### config.mk
export PLATFORM = sky130hd
export DESIGN_NAME = axis_fifo
export DESIGN_NICKNAME = d
export VERILOG_FILES = /design/src/rtl/axis_pkg.sv /design/src/rtl/axis_fifo_mem.sv /design/src/rtl/axis_fifo.sv
export SDC_FILE = /design/constraint.sdc
export NUM_CORES = 1
export LEC_CHECK = 0
export CORE_MARGIN = 5
export CORE_UTILIZATION = 61
export DETAILED_ROUTE_END_ITERATION = 6
export GPL_TIMING_DRIVEN = 0
export PLACE_DENSITY = 0.79
export SETUP_SLACK_MARGIN = 0.4
export SLEW_MARGIN = 0
export SYNTH_ARGS = -nofsm -noshare
export SYNTH_HDL_FRONTEND = slang
export SYNTH_SLANG_ARGS = --single-unit
export TNS_END_PERCENT = 1
### constraint.sdc
create_clock -name aclk -period 21.6 [get_ports aclk]
set_clock_uncertainty 0.15 [all_clocks]
set_input_delay 3.24 -clock aclk [delete_from_list [all_inputs] [get_ports aclk]]
set_output_delay 3.24 -clock aclk [all_outputs]
set_load 0.02 [all_outputs]
### src/rtl/axis_pkg.sv
// rtl/axis_pkg.sv - shared beat type and pointer sizing for the AXI-Stream FIFO
// The beat struct is sized for the widest supported tdata; users slice to DATA_WIDTH.
package axis_pkg;

   localparam int AXIS_MAX_DATA_W = 512;

   typedef struct packed {
      logic [AXIS_MAX_DATA_W-1:0]   data;
      logic [AXIS_MAX_DATA_W/8-1:0] keep;
      logic                         last;
   } axis_beat_t;

   // One extra MSB over the address so full and empty differ after wrap-around.
   function automatic int ptr_width(input int depth);
      return $clog2(depth) + 1;
   endfunction

endpackage

### src/rtl/axis_fifo_mem.sv
// rtl/axis_fifo_mem.sv - register-array storage for the AXI-Stream FIFO
// Synchronous write, combinational read so the head entry falls through.
module axis_fifo_mem #(
   parameter int WIDTH = 73,
   parameter int DEPTH = 16,
   parameter int AW    = $clog2(DEPTH)
) (
   input  logic             clk_i,
   input  logic             wr_en_i,
   input  logic [AW-1:0]    wr_addr_i,
   input  logic [WIDTH-1:0] wr_data_i,
   input  logic [AW-1:0]    rd_addr_i,
   output logic [WIDTH-1:0] rd_data_o
);

   logic [WIDTH-1:0] mem_q [DEPTH];

   always_ff @(posedge clk_i) begin
      if (wr_en_i) begin
         mem_q[wr_addr_i] <= wr_data_i;
      end
   end

   assign rd_data_o = mem_q[rd_addr_i];

endmodule

### src/rtl/axis_fifo.sv
// rtl/axis_fifo.sv - first-word-fall-through AXI-Stream FIFO with occupancy output
// Define AXIS_FIFO_PACKET_MODE_EN to hold beats until a whole packet is stored.
module axis_fifo
   import axis_pkg::*;
#(
   parameter int DATA_WIDTH = 64,
   parameter int DEPTH      = 16
) (
   input  logic                    aclk,
   input  logic                    areset,
   input  logic [DATA_WIDTH-1:0]   s_axis_tdata,
   input  logic [DATA_WIDTH/8-1:0] s_axis_tkeep,
   input  logic                    s_axis_tvalid,
   input  logic                    s_axis_tlast,
   output logic                    s_axis_tready,
   output logic [DATA_WIDTH-1:0]   m_axis_tdata,
   output logic [DATA_WIDTH/8-1:0] m_axis_tkeep,
   output logic                    m_axis_tlast,
   output logic                    m_axis_tvalid,
   input  logic                    m_axis_tready,
   output logic [$clog2(DEPTH):0]  occupancy
);

   localparam int KW = DATA_WIDTH / 8;
   localparam int AW = $clog2(DEPTH);
   localparam int PW = ptr_width(DEPTH);
   localparam int WW = DATA_WIDTH + KW + 1;

   logic [PW-1:0] wr_ptr_q, wr_ptr_d;
   logic [PW-1:0] rd_ptr_q, rd_ptr_d;
   logic          ready_en_q;
   logic          full, empty, wr_en, rd_en;
   logic [WW-1:0] wr_word, rd_word;
   axis_beat_t    wr_beat, rd_beat;
   logic          unused_beat_bits;

   always_comb begin
      wr_beat                      = '0;
      wr_beat.data[DATA_WIDTH-1:0] = s_axis_tdata;
      wr_beat.keep[KW-1:0]         = s_axis_tkeep;
      wr_beat.last                 = s_axis_tlast;
   end

   always_comb begin
      rd_beat                      = '0;
      rd_beat.data[DATA_WIDTH-1:0] = rd_word[DATA_WIDTH-1:0];
      rd_beat.keep[KW-1:0]         = rd_word[DATA_WIDTH +: KW];
      rd_beat.last                 = rd_word[WW-1];
   end

   assign wr_word          = {wr_beat.last, wr_beat.keep[KW-1:0], wr_beat.data[DATA_WIDTH-1:0]};
   assign m_axis_tdata     = rd_beat.data[DATA_WIDTH-1:0];
   assign m_axis_tkeep     = rd_beat.keep[KW-1:0];
   assign m_axis_tlast     = rd_beat.last;
   assign unused_beat_bits = ^{wr_beat, rd_beat};

   assign empty = (wr_ptr_q == rd_ptr_q);
   assign full  = (wr_ptr_q[PW-1] != rd_ptr_q[PW-1]) && (wr_ptr_q[AW-1:0] == rd_ptr_q[AW-1:0]);
   assign occupancy = wr_ptr_q - rd_ptr_q;

   // ready_en_q keeps tready low until the first edge after reset release.
   assign s_axis_tready = ready_en_q & ~full;
   assign wr_en         = s_axis_tvalid & s_axis_tready;
   assign rd_en         = m_axis_tvalid & m_axis_tready;

   always_comb begin
      wr_ptr_d = wr_ptr_q;
      rd_ptr_d = rd_ptr_q;
      if (wr_en) wr_ptr_d = wr_ptr_q + PW'(1);
      if (rd_en) rd_ptr_d = rd_ptr_q + PW'(1);
   end

   always_ff @(posedge aclk or posedge areset) begin
      if (areset) begin
         wr_ptr_q   <= '0;
         rd_ptr_q   <= '0;
         ready_en_q <= 1'b0;
      end else begin
         wr_ptr_q   <= wr_ptr_d;
         rd_ptr_q   <= rd_ptr_d;
         ready_en_q <= 1'b1;
      end
   end

`ifdef AXIS_FIFO_PACKET_MODE_EN
   logic [PW-1:0] pkt_cnt_q, pkt_cnt_d;
   logic          cut_q, cut_d;
   logic          wr_last, rd_last;

   assign wr_last = wr_en & s_axis_tlast;
   assign rd_last = rd_en & m_axis_tlast;

   // cut_q lets an oversize packet stream out once it has filled the FIFO, until its tlast leaves.
   always_comb begin
      pkt_cnt_d = pkt_cnt_q;
      cut_d     = cut_q;
      if (wr_last && !rd_last) begin
         pkt_cnt_d = pkt_cnt_q + PW'(1);
      end else if (rd_last && !wr_last) begin
         pkt_cnt_d = pkt_cnt_q - PW'(1);
      end
      if (full && (pkt_cnt_q == '0)) cut_d = 1'b1;
      if (rd_last) cut_d = 1'b0;
   end

   always_ff @(posedge aclk or posedge areset) begin
      if (areset) begin
         pkt_cnt_q <= '0;
         cut_q     <= 1'b0;
      end else begin
         pkt_cnt_q <= pkt_cnt_d;
         cut_q     <= cut_d;
      end
   end

   assign m_axis_tvalid = ~empty & ((pkt_cnt_q != '0) | full | cut_q);
`else
   assign m_axis_tvalid = ~empty;
`endif

   axis_fifo_mem #(
      .WIDTH (WW),
      .DEPTH (DEPTH),
      .AW    (AW)
   ) u_mem (
      .clk_i     (aclk),
      .wr_en_i   (wr_en),
      .wr_addr_i (wr_ptr_q[AW-1:0]),
      .wr_data_i (wr_word),
      .rd_addr_i (rd_ptr_q[AW-1:0]),
      .rd_data_o (rd_word)
   );

endmodule

# == Yosys cells after proc, flatten, opt, wreduce, memory -nomap -nowiden ==
# Memory sizes are Yosys's and may differ from the RTL's.
# Index checks and enable logic that the tools add are counted.
# totals
regBits,11
mem_count,1
out_inout_bits,80
ram_bits,1168
# memory_table
name,words,word_bits,rd,rd_clocked_by_memory_dff,wr,line_no,text
u_mem.mem_q,16,73,1,0,1,axis_fifo_mem.sv:16,logic [WIDTH-1:0] mem_q [DEPTH];
# op_classes
bitwise_logic,5
reduce_logical,1
muxes,2
n_eq_ne,3
n_addsub,3
# ops
op,n
5-bit by 1-bit adder with 5-bit output (second input constant),2
5-bit == test,1
5-bit subtractor,1
4-bit == test,1
1-bit bitwise AND,3
1-bit two-way mux,2
1-bit inverter,2
1-bit logical AND,1
1-bit inequality test,1

# == Depth between registers and ports, before layout ==
# Gate-level depths: netlist of run 1.
# logic_depth
ltp_word,7
depth_mapped,10
depth_no_buf,7

# == Modules after synthesis ==
# From an unflattened synthesis of run 1, not the netlist that was laid out.
# unflattened
cells_unflattened,1861
hier_area_um2,44327.5
# by_module_without_submodules
mod,seq_area_each_um2,n_inst,cells_per_inst,area_each_um2
axis_fifo_mem,35073.6,1,1802,43665.6
axis_fifo,275.3,1,59,661.9

# == Worst setup path before layout of run 1 ==
# Ideal clock, no wire load.
# synth_path
kind,input -> register
startpoint,input s_axis_tvalid
endpoint,"memory u_mem.mem_q[3][0], enable pin"
t_arrival_ns,8.604
path_buffers,1
setup_ns,0.594
setup_slack_ns,12.252
stages,4
cell_sequence,o211a_1 > buf_2 > nand2_1 > nor3_1
# synth_via
elab_chain_cells,3
# synth_rtl
element,line_no,text
start: declaration,axis_fifo.sv:13,"input logic s_axis_tvalid,"
1-bit bitwise AND,axis_fifo.sv:63,assign wr_en = s_axis_tvalid & s_axis_tready;
1-bit two-way mux,axis_fifo_mem.sv:19,if (wr_en_i) begin
1-bit two-way mux (implied by the code),axis_fifo_mem.sv:20,mem_q[wr_addr_i] <= wr_data_i;
end: declaration,axis_fifo_mem.sv:16,
# No other way between the ends.

# == Final worst setup path of run 1 ==
# layout_path
startpoint,register rd_ptr_q[1]
endpoint,output occupancy[4]
# layout_via
elab_chain_cells,1
# layout_rtl
element,line_no,text
start: declaration,axis_fifo.sv:30,"logic [PW-1:0] rd_ptr_q, rd_ptr_d;"
start signal: assignment,axis_fifo.sv:80,rd_ptr_q <= rd_ptr_d;
5-bit subtractor,axis_fifo.sv:59,assign occupancy = wr_ptr_q - rd_ptr_q;
end: declaration,axis_fifo.sv:21,output logic [$clog2(DEPTH):0] occupancy
# No other way between the ends.

==> flow_metrics.tcl, run 1 <==
set metrics [dict create \
    async_flop_share_pct 0.933 \
    postCtsSetupBuffers 0 \
    io_pins 157 \
    area_growth_pct 17.1 \
    period_needed_ns 7.69 \
    die_x_um 283 \
    synth.distinct_cells 37 \
    path_clk_slew_ns 0.07 \
    dr.pass1.iters 6 \
    tns_ns 0 \
    syn_avg_cell_area_um2 22.4 \
    arrival_ns 4.30 \
    cts_resized 0 \
    gr-total-overflow 0 \
    die_h_um 283 \
    grt_first_pass_wirelength_mm 158 \
    nFillCells 4036 \
    max_freq_mhz 130 \
    synth_commonest_cells "1168 x edfxtp_1, 219 x mux2i_1, 174 x mux4_2" \
    cp_slowest_cell "buf_1" \
    hp-class "register to register" \
    cpPeakStageDelay_ns 0.68 \
    yosysTopAreaCellShare_pct 77.2 \
    dpl_worst_slack_ns 14.73 \
    yosys.area.top_type "edfxtp_1" \
    setup-violations-final 0 \
    clock_latency_ns 0.68 \
    first_iter_violations 2809 \
    worst-slew-pin-transition_ns 1.10 \
    critPathMaxFanout 10 \
    ys.flop_type "edfxtp_1" \
    critical_path.cell_chain "buf_2, buf_4, buf_1, inv_1, fa_1, a21o_1, a21oi_1, xnor2_1, clkdlybuf4s50_1" \
    syn_area_um2 45400 \
    leakage_nw 17.3 \
    grt_pass1_vias 24100 \
    slew-limit-headroom_pct 26.1 \
    root_buffer "clkbuf_16" \
    cts_hold_buf 0 \
    gp_congestion 0.770 \
    crit_family "buffers and inverters" \
    synth-edff-count 1168 \
    slew_violations 0 \
    min_period_over_period_pct 35.6 \
    post-route-drc-count 0 \
    wl_per_cell_um 31.3 \
    powerDensity_nw_per_um2 133 \
    yosysSeqAreaShare_pct 77.8 \
    crit_buf_inv 5 \
    hold_viol_final 0 \
    htree_levels 3 \
    num-nets-final 2459 \
    vias 22900 \
    finalWorstSetupSlack_ns 13.91 \
    path_class "register to output pin" \
    initial_core_util_pct 61.2 \
    core_um2 74200 \
    synth_nets 2116 \
    holdCritStartpoint "rd_ptr_q[4]" \
    rows 100 \
    yosysWarnings 0 \
    cts_max_path_buffers 3 \
    outcome "finished clean" \
    postRouteAntennaNets 0 \
    hpwl_mm 66.7 \
    synth_cells 2029 \
    cp-end-kind "output pin" \
    vias_per_cell 6.66 \
    timing.max_cap.violations 0 \
    start_kind "register" \
    synth_area_leaders "edfxtp_1 77%, mux4_2 8.6%, mux2i_1 4.8%" \
    antenna_found_initial 8 \
    synth-seq-cells 1179 \
    cp.required_ns 18.21 \
    cts_tree "built" \
    ir_drop_mv 0.0797 \
    rsz0062_at_grt "no" \
    grt_usage_pct 26.8 \
    cts-buffers-inserted 112 \
    critPathLaunch "rd_ptr_q[1]" \
    die_area_um2 80000 \
    yosysMostFrequentCell "edfxtp_1" \
    grt_start_max_net_pins 44 \
    layout-drive-gt1-share_pct 19.8 \
    clock_sinks 1179 \
    routed_wl_mm 108 \
    portBuffers 156 \
    r2r-start "rd_ptr_q[2]" \
]
## layout by cell type, fill, tap and decap left out, types with 16 or more instances in the layout
| cell type | instances |
|---|---|
| edfxtp_1 | 1168 |
| clkinv_1 | 31 |
| buf_4 | 18 |
| buf_16 | 16 |
| mux4_1 | 45 |
| clkbuf_16 | 115 |
| clkbuf_1 | 66 |
| buf_6 | 41 |
| buf_2 | 29 |
| a22oi_1 | 73 |
| o21ai_1 | 73 |
| clkinv_2 | 19 |
| mux2i_1 | 219 |
| buf_12 | 21 |
| mux4_2 | 174 |
| a32oi_1 | 73 |
| clkdlybuf4s50_1 | 156 |
## logic make-up after synthesis
logic type	after synthesis	synth area share (%)
flops	1179	77.8
mux	438	16.1
compound gates	228	3.55
buf+inv	126	1.71
simple gates	35	0.358
xor+xnor	12	0.231
fa+ha+maj	10	0.292
other cells	1	0.00825
## metrics by stage
| stage | power (mW) | std cells | hold slack, ns | cell area [um^2] | utilization (%) |
|---|---|---|---|---|---|
| floorplan | 4.20 | 2029 | 0.316 | 45400 | - |
| global route | 7.30 | 3437 | 0.375 | 53200 | 71.7 |
| detailed placement | 5.14 | 3227 | 0.338 | 49600 | 66.8 |
| CTS | 7.09 | 3437 | 0.350 | 53200 | 71.7 |
| finish | 7.07 | 3442 | 0.348 | 53200 | 71.7 |
| global placement | 5.06 | 3154 | 0.332 | 48200 | 65.0 |
## final timing paths
check,to,slack [ns],cells after the start
min in group asynchronous,rd_ptr_q[3],2.71,2
max reg2reg,u_mem.mem_q[2][39],16.03,14
max in group asynchronous,wr_ptr_q[0],18.26,2
max,occupancy[4],13.91,9
min,rd_ptr_q[4],0.35,1
min reg2reg,rd_ptr_q[4],0.35,1
## sequential cells by signal, summed over array words and instances (netlist names)
register and count:
ready_en_q 1, rd_ptr_q 5, u_mem.mem_q 1168, wr_ptr_q 5
## where the power goes
part / switching [mW] / internal [mW]
clock: 0.822 / 1.13
combinational: 1.41 / 1.03
sequential: 0.0338 / 2.64
total: 2.27 / 4.80
## routing by layer
layer  share of wire (%)  routed length, um  vias up  track usage [%]
met5               0.056                 60        -                0
met2                  52              56100     1356             46.5
met3                 8.5               9190      239             4.98
met4                 3.1               3330        8             8.68
met1                  36              39200    11900             34.9
li1                    -                  -     9399                -
## layout make-up
class                           count  area [um^2]  area share, %
Clock buffer                      135         2950           5.55
Timing Repair Buffer              229         2800           5.27
Sequential cell                  1179        35300           66.4
Buffer                            117          744           1.40
Antenna cell                        5         12.5         0.0235
Inverter                            9         36.3         0.0682
Multi-Input combinational cell    724         9420           17.7
Tap cell                          969         1210           2.28
Clock inverter                     75          699           1.31
## worst reg2reg max path: cells and delay by family (launching register included)
| family | cells | cell delay [ns] |
|---|---|---|
| AO/OA/AOI/OAI | 1 | 0.16 |
| adder cells (fa/ha/maj) | 1 | 0.43 |
| buffers and inverters | 9 | 2.77 |
| flip-flops | 1 | 0.46 |
| AND/OR/NAND/NOR | 3 | 1.26 |
(Power assumes the default switching activity.)
==> run 2, diff against run 1 <==
Settings changed: CORE_UTILIZATION 61 to 55, PLACE_DENSITY 0.79 to 0.76.
Clock period 21.6 ns to 6.5 ns, I/O delays scaled along.
==> run 2 against run 1 <==
Clock power rose to 3.2 times the previous value. Sequential power increased to 3.3 times the previous value. Core utilization fell by 6.9 points. Count of clock-buffer cells in the layout rose by 1. Via count decreased by 1.3%. Die area up 11%. Worst setup slack got worse by 13 ns. Routed wire length shrank 2.3%. Critical path depth shrank 1. Flip-flop and latch count stayed put. Combinational power rose to 3.3 times the previous value. Hold slack gained 0.0012 ns. Critical path type unchanged.
==> flow_metrics.tcl, run 2 (synthesis gave the netlist of run 1 again) <==
set metrics [dict create \
    outcome "finished clean" \
    fin_cells 3532 \
    dr.pass1.iters 6 \
    critPathLaunch "rd_ptr_q[2]" \
    critPathMaxFanout 10 \
    cp.required_ns 5.37 \
    die_h_um 297 \
    die_x_um 297 \
    reg_top3 "u_mem.mem_q: 1168 flops, rd_ptr_q: 5 flops, wr_ptr_q: 5 flops" \
    final_util_pct 64.8 \
    postRouteAntennaNets 0 \
    io_pins 157 \
    worst-slew-pin-transition_ns 1.44 \
    wl_per_cell_um 29.8 \
    cpPeakStageDelay_ns 0.80 \
    die_area_um2 88500 \
    slew-limit-headroom_pct 3.34 \
    clock_latency_ns 0.65 \
    cts_resized 0 \
    cp-end-kind "output pin" \
    power.total_mw 23.1 \
    hp-class "register to register" \
    num-nets-final 2452 \
    core_um2 82000 \
    root_buffer "clkbuf_16" \
    cts_max_path_buffers 3 \
    holdCritStartpoint "wr_ptr_q[4]" \
    regMostFlops "u_mem.mem_q" \
    portBuffers 156 \
    period_needed_ns 5.42 \
    min_period_over_period_pct 83.3 \
    switching_share_pct 31.9 \
    reg2reg_slack_ns 1.36 \
    tns_ns 0 \
    dp_cells 3325 \
    reg2regPathDepth 13 \
    whs_path_depth 1 \
    cp_slowest_cell "clkbuf_1" \
    fin_area_um2 53100 \
    htree_levels 3 \
    p_sw_mw 7.37 \
    first_iter_violations 2790 \
    timing.max_cap.violations 0 \
    critical_path.cell_chain "inv_1, clkbuf_1, clkbuf_1, ha_1, a21o_1, a21oi_1, xnor2_1, clkdlybuf4s50_1" \
    dpl_worst_slack_ns 1.47 \
    rsz0062_at_grt "no" \
    post-route-drc-count 0 \
    leakage_nw 17.2 \
    grt_usage_pct 23.5 \
    final_common_cell "edfxtp_1" \
    vias_per_cell 6.41 \
    area_growth_pct 16.9 \
    p_int_mw 15.8 \
    largest_register_ffs 1168 \
    placed_area_um2 49600 \
    ir_drop_mv 0.237 \
    gp_congestion 0.758 \
    arrival_ns 4.29 \
    layout-drive-gt1-share_pct 19.4 \
    crit_buf_inv 4 \
    finalWorstSetupSlack_ns 1.08 \
    cts_tree "built" \
    clock_sinks 1179 \
    rows 105 \
    start_kind "register" \
    cts_hold_buf 0 \
    powerDensity_nw_per_um2 435 \
    p_comb_share_pct 34.9 \
    crit_family "buffers and inverters" \
    path_clk_slew_ns 0.06 \
    hpwl_mm 67.6 \
    routed_wl_mm 105 \
    hold_end "wr_ptr_q[4]" \
    grt_pass1_vias 23600 \
    r2r-start "rd_ptr_q[2]" \
    grt_first_pass_wirelength_mm 154 \
    max_freq_mhz 185 \
    setup-violations-final 0 \
    grt_start_max_net_pins 44 \
    vias 22600 \
    p_clk_share_pct 26.7 \
    rr_endpoint "u_mem.mem_q[0][46]" \
    layout_common_cells "1168 x edfxtp_1, 219 x mux2i_1, 174 x mux4_2" \
    p_seq_share_pct 38.4 \
    postCtsSetupBuffers 0 \
    path_class "register to output pin" \
    hold_viol_final 0 \
    slew_violations 0 \
    cpMostUsedCell "clkbuf_1" \
    hold_ws_ns 0.349 \
    gr-total-overflow 0 \
    antenna_found_initial 11 \
    cts-buffers-inserted 108 \
    initial_core_util_pct 55.4 \
]
## run 2: cell count changes in the layout (fill, tap and decap cells not counted), moves of 2 or more
cell        before  now
bufinv_16       13   10
buf_12          21   30
buf_4           18   13
diode_2          5   11
buf_16          16    9
clkinv_1        31   27
clkinv_2        19   17
clkbuf_16      115  110
clkinvlp_4       6    0
clkbuf_8         0    7
## run 2: worst max path at each step
stage	endpoint	slack [ns]	cells after the start
after floorplan	u_mem.mem_q[0][0]	-1.14	10
after global placement	u_mem.mem_q[0][47]	-8.05	9
after detailed placement	u_mem.mem_q[0][48]	1.47	13
after CTS	occupancy[4]	1.12	9
after global routing	occupancy[4]	0.99	9
final	occupancy[4]	1.08	8
## run 2: layer usage
metal | vias to the layer above | wire length (um) | track usage, %
li1 | 9374 | - | -
met1 | 11900 | 39700 | 31.0
met2 | 1136 | 54600 | 40.7
met3 | 207 | 7700 | 3.67
met4 | 0 | 3410 | 8.07
met5 | - | 0 | 0
## run 2: power groups by stage
stage / logic (mW) / clock network, mW / registers [mW]
after floorplan: 4.90 / 0 / 9.04
after global placement: 7.76 / 0 / 9.11
after detailed placement: 8.09 / 0 / 9.03
after CTS: 8.14 / 6.24 / 8.87
after global routing: 8.48 / 6.59 / 8.89
final: 8.08 / 6.17 / 8.88
## run 2: layout make-up
cell class / count / area [um^2]
Tap cell: 1070 / 1340
Multi-Input combinational cell: 724 / 9420
Clock inverter: 60 / 547
Sequential cell: 1179 / 35300
Timing Repair Buffer: 226 / 2760
Antenna cell: 11 / 27.5
Inverter: 9 / 36.3
Buffer: 117 / 744
Clock buffer: 136 / 2920
Fill cell: 5160 / 28800
## run 2: worst register-to-register path, stage by stage (launching register included)
cell and delay [ns]:
dfrtp_1 0.46, inv_1 0.11, clkbuf_1 0.80, clkbuf_1 0.70
ha_1 0.42, nand4_1 0.12, o211a_1 0.14, buf_2 0.19
nand2_1 0.25, nor3_2 0.70, buf_6 0.25, buf_6 0.18
buf_6 0.18, buf_6 0.20
==> run 3, diff against run 2 <==
Settings changed: CORE_UTILIZATION 55 to 61, PLACE_DENSITY 0.76 to 0.79.
Clock period 6.5 ns to 5.1 ns, I/O delays scaled along.
==> run 3 against run 2 <==
Combinational power up 29%. Register-to-register slack worse by 0.89 ns. Largest power group unchanged. Critical endpoint is now m_axis_tdata[14]. Cell count down 3.1%. Count of clock-buffer cells in the layout unchanged. Sequential share of layout area about the same. Highest routed layer is now met5. Non-clock buffer count down 10. Core utilization up 6.8 points. Final area about the same.
==> flow_metrics.tcl, run 3 (synthesis gave the netlist of run 1 again) <==
set metrics [dict create \
    placed_area_um2 49600 \
    final_common_cell "edfxtp_1" \
    dp_cells 3209 \
    path_clk_slew_ns 0.06 \
    die_h_um 283 \
    regMostFlops "u_mem.mem_q" \
    period_needed_ns 4.76 \
    reg_top3 "u_mem.mem_q: 1168 flops, rd_ptr_q: 5 flops, wr_ptr_q: 5 flops" \
    die_x_um 283 \
    clock_latency_ns 0.67 \
    crit_buf_inv 4 \
    cts_max_path_buffers 3 \
    fin_cells 3424 \
    layout-drive-gt1-share_pct 19.9 \
    critical_path.cell_chain "buf_6, nor2b_1, buf_2, clkbuf_1, a22oi_1, a32oi_1, o21ai_1, clkdlybuf4s50_1" \
    power.total_mw 29.7 \
    reg2regPathDepth 11 \
    cp-end-kind "output pin" \
    nFillCells 4086 \
    slew-limit-headroom_pct 33.0 \
    min_period_over_period_pct 93.2 \
    start_kind "register" \
    cts_hold_buf 0 \
    hpwl_mm 65.3 \
    dr.pass1.iters 5 \
    hold_viol_final 0 \
    ir_drop_mv 0.310 \
    rows 100 \
    postRouteAntennaNets 0 \
    routed_wl_mm 107 \
    leakage_nw 17.3 \
    path_depth 8 \
    htree_levels 3 \
    vias_per_cell 6.70 \
    first_iter_violations 2791 \
    max_freq_mhz 210 \
    gr-total-overflow 0 \
    critPathMaxFanout 10 \
    grt_first_pass_wirelength_mm 156 \
    initial_core_util_pct 61.2 \
    io_pins 157 \
    crit_family "buffers and inverters" \
    num-nets-final 2444 \
    layout_common_cells "1168 x edfxtp_1, 219 x mux2i_1, 174 x mux4_2" \
    cp_slowest_cell "clkbuf_1" \
    cts-buffers-inserted 110 \
    root_buffer "clkbuf_16" \
    powerDensity_nw_per_um2 559 \
    rsz0062_at_grt "yes" \
    cpPeakStageDelay_ns 0.60 \
    gp_congestion 0.759 \
    timing.max_cap.violations 0 \
    area_growth_pct 17.0 \
    final_util_pct 71.7 \
    vias 22900 \
    wl_per_cell_um 31.3 \
    antenna_found_initial 10 \
    path_class "register to output pin" \
    hold_ws_ns 0.280 \
    hp-class "primary input to async pin" \
    grt_pass1_vias 24000 \
    slew_violations 0 \
    portBuffers 156 \
    grt_start_max_net_pins 44 \
    worst-slew-pin-transition_ns 1.00 \
    setup-violations-final 0 \
    largest_register_ffs 1168 \
    reg2reg_slack_ns 0.47 \
    cts_tree "built" \
    die_area_um2 80000 \
    arrival_ns 3.84 \
    grt_usage_pct 26.4 \
    core_um2 74200 \
    post-route-drc-count 0 \
    outcome "finished clean" \
    cp.required_ns 4.18 \
    clock_sinks 1179 \
    fin_area_um2 53200 \
]
-- run 3: changes by cell type in the layout (fill, tap and decap cells not counted), sizes merged --
cell | before | now
buf | 140 | 130
clkinv | 46 | 52
clkinvlp | 0 | 6
diode | 11 | 6
bufinv | 10 | 8
inv | 13 | 11
-- run 3: path summary, 6_finish.rpt --
kind                                  start                 end
worst max register to register  rd_ptr_q[2]  u_mem.mem_q[0][41]
worst max-delay path            rd_ptr_q[0]    m_axis_tdata[14]
max in group asynchronous            areset         wr_ptr_q[3]
min in group aclk               wr_ptr_q[4]         wr_ptr_q[4]
worst min-delay path                 areset         rd_ptr_q[0]
worst min register to register  wr_ptr_q[4]         wr_ptr_q[4]
-- run 3: stage by stage --
| step | worst slack, ns | setup TNS [ns] |
|---|---|---|
| floorplan | -0.603 | -554.26 |
| detailed placement | 0.157 | 0 |
| CTS | 0.345 | 0 |
| finish | 0.345 | 0 |
| global route | 0.261 | 0 |
| global placement | -4.94 | -5217.44 |
-- run 3: repair_timing --
item / 4_1_cts / 5_1_grt
buffers inserted: 0 / 5
resized for setup: 7 / 0
endpoints found under the setup margin: 357 / 85
pin swaps: 0 / 1
-- run 3: layout make-up --
class | instances | area, um^2 | area share [%]
flip-flops and latches | 1179 | 35300 | 66.5
multi-input cells | 724 | 9440 | 17.8
clock buffers | 136 | 3000 | 5.63
repair buffers | 216 | 2820 | 5.30
well taps | 969 | 1210 | 2.28
plain buffers | 117 | 753 | 1.42
clock inverters | 68 | 547 | 1.03
inverters | 9 | 36.3 | 0.0682
diodes | 6 | 15.0 | 0.0282
-- run 3: power breakdown --
part | leakage [nW] | total [mW] | internal (mW) | switching (mW)
Clock | 1.74 | 8.00 | 4.56 | 3.44
Sequential | 10.7 | 11.3 | 11.2 | 0.144
Combinational | 4.86 | 10.4 | 4.39 | 6.01
Total | 17.3 | 29.7 | 20.1 | 9.60
-- run 3: metal layers --
metal  wire length, um  GRT usage, %  share of wire (%)
met4              3820          9.29                3.6
met3              9460          5.62                8.8
met1             38600          34.3                 36
met5                77             0              0.072
met2             55100          45.2                 51
